--- config.mk ---
export PLATFORM = sky130hd
export DESIGN_NAME = rs_station_param
export DESIGN_NICKNAME = d
export VERILOG_FILES = /design/src/rtl/rs_pkg.sv /design/src/rtl/rs_age_select.sv /design/src/rtl/rs_station_param.sv
export SDC_FILE = /design/constraint.sdc
export NUM_CORES = 1
export LEC_CHECK = 0
export ABC_AREA = 1
export CAP_MARGIN = 20
export CORE_MARGIN = 1
export CORE_UTILIZATION = 55
export CTS_CLUSTER_DIAMETER = 60
export DETAILED_ROUTE_END_ITERATION = 6
export DONT_BUFFER_PORTS = 1
export PLACE_DENSITY = 0.73
export SLEW_MARGIN = 20
export SYNTH_ARGS = -nofsm -noshare
export SYNTH_HDL_FRONTEND = slang
export SYNTH_SLANG_ARGS = --single-unit
export TNS_END_PERCENT = 50
--- constraint.sdc ---
create_clock -name clk -period 6.72 [get_ports clk]
set_input_delay 1.68 -clock clk [delete_from_list [all_inputs] [get_ports clk]]
set_output_delay 1.68 -clock clk [all_outputs]
set_load 0.05 [all_outputs]
--- src/rtl/rs_pkg.sv ---
// Shared constants and helpers for the reservation-station slice.
package rs_pkg;

  localparam int DEPTH_DEF    = 4;
  localparam int DATA_W_DEF   = 32;
  localparam int TAG_W_DEF    = 5;
  localparam int OP_W_DEF     = 5;
  localparam int TAG_BASE_DEF = 1;

  // Tag 0 means "operand value is present"; it is never a real producer.
  localparam int TAG_NONE = 0;

  function automatic int clog2_safe(input int n);
    return (n <= 1) ? 1 : $clog2(n);
  endfunction

endpackage

--- src/rtl/rs_age_select.sv ---
// Age matrix over the station entries plus an oldest-requester one-hot picker.
module rs_age_select #(
  parameter int DEPTH = 4
) (
  input  logic             clk,
  input  logic             rst,
  input  logic             clr,
  input  logic [DEPTH-1:0] alloc_vec,
  input  logic [DEPTH-1:0] free_vec,
  input  logic [DEPTH-1:0] req,
  output logic [DEPTH-1:0] grant
);

  // older_q[i][j] = 1 when entry i was allocated before entry j.
  logic [DEPTH-1:0] older_q [DEPTH];

  always_ff @(posedge clk) begin
    if (rst || clr) begin
      for (int i = 0; i < DEPTH; i++) older_q[i] <= '0;
    end else begin
      for (int i = 0; i < DEPTH; i++) begin
        for (int j = 0; j < DEPTH; j++) begin
          if (alloc_vec[i])
            older_q[i][j] <= 1'b0;
          else if (alloc_vec[j])
            older_q[i][j] <= 1'b1;
          else if (free_vec[i] || free_vec[j])
            older_q[i][j] <= 1'b0;
        end
      end
    end
  end

  // A requester wins when no other requester is older than it.
  always_comb begin
    grant = '0;
    for (int i = 0; i < DEPTH; i++) begin
      grant[i] = req[i];
      for (int j = 0; j < DEPTH; j++)
        if (j != i && req[j] && older_q[j][i]) grant[i] = 1'b0;
    end
  end

endmodule

--- src/rtl/rs_station_param.sv ---
// Tomasulo reservation station: captures CDB results into waiting entries and
// dispatches the oldest ready entry to one functional unit.
module rs_station_param
  import rs_pkg::*;
#(
  parameter int DEPTH    = DEPTH_DEF,
  parameter int DATA_W   = DATA_W_DEF,
  parameter int TAG_W    = TAG_W_DEF,
  parameter int OP_W     = OP_W_DEF,
  parameter int TAG_BASE = TAG_BASE_DEF
) (
  input  logic                  clk,
  input  logic                  rst,
  input  logic                  flush,
  input  logic                  in_valid,
  output logic                  in_ready,
  input  logic [OP_W-1:0]       in_op,
  input  logic [OP_W-1:0]       in_func,
  input  logic [DATA_W-1:0]     in_data1,
  input  logic [TAG_W-1:0]      in_tag1,
  input  logic [DATA_W-1:0]     in_data2,
  input  logic [TAG_W-1:0]      in_tag2,
  input  logic                  cdb_valid,
  input  logic [TAG_W-1:0]      cdb_tag,
  input  logic [DATA_W-1:0]     cdb_data,
  output logic                  out_valid,
  input  logic                  out_ready,
  output logic [OP_W-1:0]       out_op,
  output logic [OP_W-1:0]       out_func,
  output logic [DATA_W-1:0]     out_data1,
  output logic [DATA_W-1:0]     out_data2,
  output logic [TAG_W-1:0]      out_tag,
  output logic                  full,
  output logic [$clog2(DEPTH):0] count
);

  localparam int IDX_W = clog2_safe(DEPTH);
  localparam int CNT_W = $clog2(DEPTH) + 1;

  logic [DEPTH-1:0]  busy_q;
  logic [OP_W-1:0]   op_q   [DEPTH];
  logic [OP_W-1:0]   func_q [DEPTH];
  logic [DATA_W-1:0] vj_q   [DEPTH];
  logic [DATA_W-1:0] vk_q   [DEPTH];
  logic [TAG_W-1:0]  qj_q   [DEPTH];
  logic [TAG_W-1:0]  qk_q   [DEPTH];
  logic [CNT_W-1:0]  count_q;
  logic              full_q;

  logic [DEPTH-1:0]  rdy;
  logic [DEPTH-1:0]  grant;
  logic [DEPTH-1:0]  alloc_vec;
  logic [DEPTH-1:0]  disp_vec;
  logic [IDX_W-1:0]  alloc_idx;
  logic              alloc_en;
  logic              disp_en;
  logic [CNT_W-1:0]  count_nxt;

  function automatic logic cdb_hit(input logic [TAG_W-1:0] q);
    return cdb_valid && (cdb_tag != TAG_W'(TAG_NONE)) && (q == cdb_tag);
  endfunction

  // Both ports use valid/ready: a transfer happens on a cycle where valid && ready
  // at the rising edge; ready/valid never depend on a same-cycle transfer elsewhere.
  assign in_ready = !rst && !flush && !full_q;
  assign alloc_en = in_valid && in_ready;

  always_comb begin
    alloc_idx = '0;
    for (int i = DEPTH - 1; i >= 0; i--)
      if (!busy_q[i]) alloc_idx = IDX_W'(i);
  end

  always_comb begin
    alloc_vec = '0;
    if (alloc_en) alloc_vec[alloc_idx] = 1'b1;
  end

  always_comb begin
    rdy = '0;
    for (int i = 0; i < DEPTH; i++)
      rdy[i] = busy_q[i] && (qj_q[i] == TAG_W'(TAG_NONE)) && (qk_q[i] == TAG_W'(TAG_NONE));
  end

  rs_age_select #(.DEPTH(DEPTH)) u_age (
    .clk       (clk),
    .rst       (rst),
    .clr       (flush),
    .alloc_vec (alloc_vec),
    .free_vec  (disp_vec),
    .req       (rdy),
    .grant     (grant)
  );

  assign out_valid = !rst && !flush && (|rdy);
  assign disp_en   = out_valid && out_ready;
  assign disp_vec  = grant & {DEPTH{disp_en}};

  always_comb begin
    out_op    = '0;
    out_func  = '0;
    out_data1 = '0;
    out_data2 = '0;
    out_tag   = '0;
    for (int i = 0; i < DEPTH; i++) begin
      if (out_valid && grant[i]) begin
        out_op    = op_q[i];
        out_func  = func_q[i];
        out_data1 = vj_q[i];
        out_data2 = vk_q[i];
        out_tag   = TAG_W'(TAG_BASE + i);
      end
    end
  end

  assign count_nxt = count_q + CNT_W'(alloc_en) - CNT_W'(disp_en);
  assign count     = rst ? '0 : count_q;
  assign full      = !rst && full_q;

  always_ff @(posedge clk) begin
    if (rst || flush) begin
      busy_q  <= '0;
      count_q <= '0;
      full_q  <= 1'b0;
    end else begin
      for (int i = 0; i < DEPTH; i++) begin
        if (busy_q[i] && cdb_hit(qj_q[i])) begin
          vj_q[i] <= cdb_data;
          qj_q[i] <= '0;
        end
        if (busy_q[i] && cdb_hit(qk_q[i])) begin
          vk_q[i] <= cdb_data;
          qk_q[i] <= '0;
        end
        if (disp_vec[i]) busy_q[i] <= 1'b0;
        // Allocation also snoops the CDB so a same-cycle broadcast is not lost.
        if (alloc_vec[i]) begin
          busy_q[i] <= 1'b1;
          op_q[i]   <= in_op;
          func_q[i] <= in_func;
          if (cdb_hit(in_tag1)) begin
            vj_q[i] <= cdb_data;
            qj_q[i] <= '0;
          end else begin
            vj_q[i] <= in_data1;
            qj_q[i] <= in_tag1;
          end
          if (cdb_hit(in_tag2)) begin
            vk_q[i] <= cdb_data;
            qk_q[i] <= '0;
          end else begin
            vk_q[i] <= in_data2;
            qk_q[i] <= in_tag2;
          end
        end
      end
      count_q <= count_nxt;
      full_q  <= (count_nxt == CNT_W'(DEPTH));
    end
  end

endmodule
==> impl_metrics.env <==
export IMPL_post_cts_resized_instances=0
export IMPL_drive_gt1_share_pct=8.45
export IMPL_postRouteAntennaNets=0
export IMPL_synthesis_yosys_warnings=0
export IMPL_initialDrtViolationCount=1936
export IMPL_clkSinkCount=356
export IMPL_place_hpwl_mm=32.1
export IMPL_worst_ep_arrival_time_ns=4.04
export IMPL_finalSetupViolations=0
export IMPL_most_common_layout_cells="611 x nand2_1, 348 x edfxtp_1, 223 x o21ai_0, 185 x inv_1, 170 x nand3_1"
export IMPL_die_width_um=188
export IMPL_areaGrowthSynthToFinish_pct=9.43
export IMPL_power_total_mw=4.80
export IMPL_vias_per_cell=5.95
export IMPL_postSynth_topFlopCell="edfxtp_1"
export IMPL_yosys_cell_types_count=38
export IMPL_floorplan_die_area_um2=35200
export IMPL_nNetsFinal=2185
export IMPL_pre_cts_ws_ns=1.21
export IMPL_holdPathEnd="count_q[2]$_SDFF_PN0_"
export IMPL_postLayoutSetupSlackWorst_ns=0.999
export IMPL_vdd_drop_max_mv=0.145
export IMPL_run_status="complete, but fails checks"
export IMPL_detail_route_drc_violations=1
export IMPL_r2r_end="u_age.older_q[0][12]$_SDFFCE_PP0P_"
export IMPL_die_height_um=188
export IMPL_synth_async_reset_ratio_pct=0
export IMPL_count_of_flip_flops_with_a_built_in_enable_after_synthesis=348
export IMPL_final_max_slew_viol_count=0
export IMPL_rsz0062_at_grt="false"
export IMPL_synth_cells=2124
export IMPL_min_from="count_q[2]$_SDFF_PN0_"
export IMPL_number_of_antenna_violations_at_the_first_check_in_global_routing=6
export IMPL_final_common_cell="nand2_1"
export IMPL_power_density_nw_per_um2=232
export IMPL_core_area_um2=33700
export IMPL_boundaryPins=212
export IMPL_first_pass_grt_wire_length_mm=81.3
export IMPL_critPathLaunchType="input pin"
export IMPL_grt_start_max_net_pins=226
export IMPL_io_buffers=0
export IMPL_reg2regPathDepth=12
export IMPL_regToRegStartpoint="qk_q[2][3]$_SDFFCE_PN0P_"
export IMPL_synthesis_area_um2=19000
export IMPL_max_clock_path_buffers=3
export IMPL_final_min_clock_period_ns=5.72
export IMPL_postCtsSetupRepairBufs=0
export IMPL_gpl_final_weighted_congestion=0.905
export IMPL_via_count=15100
export IMPL_routed_wire_length_per_instance_um=21.0
export IMPL_clock_root_buffer="clkbuf_16"
export IMPL_critical_path_class="input pin to primary output"
export IMPL_setup_worst_path_start="rst"
export IMPL_start_util_pct=56.3
export IMPL_transition_time_at_the_pin_with_the_least_slew_margin_ns=1.30
export IMPL_clock_tree_from_tritoncts="yes"
export IMPL_synth_seq_area_share_pct=56.0
export IMPL_cp_end_kind="primary output"
export IMPL_cts_clk_pin_slew_worst_paths_ns=0.06
export IMPL_numCtsBuffers=40
export IMPL_violated_checks="DRC"
export IMPL_ff2ff_setup_slack_ns=3.48
export IMPL_clock_skew_final_ns=0.0217
export IMPL_leakage_nw=8.64
export IMPL_h_tree_levels=2
export IMPL_num_rows=67
export IMPL_finalHoldViolCount=0
export IMPL_hold_buffers=0
export IMPL_first_pass_iters=7
export IMPL_clock_fmax_mhz=175
export IMPL_worst_slew_slack_as_a_fraction_of_its_limit_pct=13.0
export IMPL_final_min_period_over_clock_period_pct=85.1
export IMPL_wl_mm=53.2
export IMPL_timing_hold_worst_class="flop to flop"
export IMPL_globalRouteTotalUtil_pct=29.9
export IMPL_required_ns=5.04
export IMPL_vias_in_the_first_global_route=14400
export IMPL_yosys_register_bits=356
export IMPL_worstSkewPairLatency_ns=0.54
export IMPL_whs_path_depth=3
export IMPL_drv_cap=0
export IMPL_grt_ovfl_total=0
export IMPL_critical_path_max_fanout=225
export IMPL_synth_area_per_cell_um2=8.93
==> synthesized netlist by cell type, drive strengths merged, types with 2 or more instances <==
cell type    n  area share, %
nand3b      78            3.1
xor2        21           0.97
or2          6           0.20
inv        195            3.9
edfxtp     348             55
buf        108            3.4
nand2      628             13
dfxtp        8           0.84
nor4         2          0.066
a21oi        7           0.18
clkbuf      70            1.5
xnor2       15           0.69
o41ai        2          0.092
o21ai      263            7.1
nor2        93            2.1
ha           2           0.13
o22ai        2          0.066
nand4       86            2.8
nor3        15           0.46
nand3      170            4.5
==> registers in the layout, summed over array words and instances (netlist names), 4 cells and up <==
| name | cells |
|---|---|
| vj_q | 128 |
| vk_q | 128 |
| func_q | 20 |
| op_q | 20 |
| qj_q | 20 |
| qk_q | 20 |
| u_age.older_q | 12 |
| busy_q | 4 |
==> per-stage QoR <==
stage	cell area (um^2)	hold slack [ns]	TNS (ns)	utilization, %	cells
2_1_floorplan	19000	0.491	-0.710	-	2125
3_3_place_gp	19400	0.551	0	57.7	2461
3_5_place_dp	19400	0.555	0	57.7	2461
4_1_cts	20700	0.564	0	61.5	2532
5_1_grt	20700	0.608	0	61.6	2534
6_report	20700	0.571	0	61.6	2535
==> layer usage <==
layer  vias to the layer above  share of wire [%]  global-route usage, %
li1                       6991                  -                      -
met1                      7182                 39                   40.2
met2                       807                 47                   48.0
met3                        97                 11                   7.11
met4                         4                2.3                   9.57
met5                         -              0.051                      0
==> worst max-delay path, stage by stage <==
cell     delay [ns]
nor2_4         0.20
inv_4          0.12
nor2_4         0.25
buf_12         0.56
nand3_1        0.19
nand3_1        0.16
nand2_1        0.10
nand2_1        0.17
buf_12         0.16
==> worst max path at each step <==
stage / to
5_1_grt: out_data1[8]
3_5_place_dp: out_data1[11]
3_3_place_gp: out_data1[8]
6_report: out_data2[23]
4_1_cts: out_data1[8]
2_1_floorplan: qj_q[1][0]$_SDFFCE_PN0P_
==> kinds of logic (layout without fill, tap and decap cells) <==
logic type	after synthesis	in the layout	synth area share (%)
xor gates and xnor gates	36	36	1.66
other	1	5	0.0198
DFF	356	356	56.0
buffers and inverters	373	332	8.72
AOI/OAI and AO/OA	277	277	7.58
adders and majority gates	3	3	0.238
and+or+nand+nor	1078	1078	25.8
==> layout make-up <==
type                       instances  area [um^2]
antenna                            3         7.51
clock buffer                      52         1090
clock inverter                    19          189
fill                            2766        13000
inverter                         195          736
multi-input combinational       1396         6800
sequential                       356        10600
tap                              448          561
timing repair buffer              66          758
==> report_power, final <==
group | switching (mW) | internal [mW] | leakage, nW | total [mW]
clock network | 0.882 | 1.26 | 0.613 | 2.14
logic | 0.123 | 0.0604 | 4.81 | 0.183
registers | 0.00912 | 2.47 | 3.22 | 2.48
Note: power is estimated with default switching activity, not from simulation.
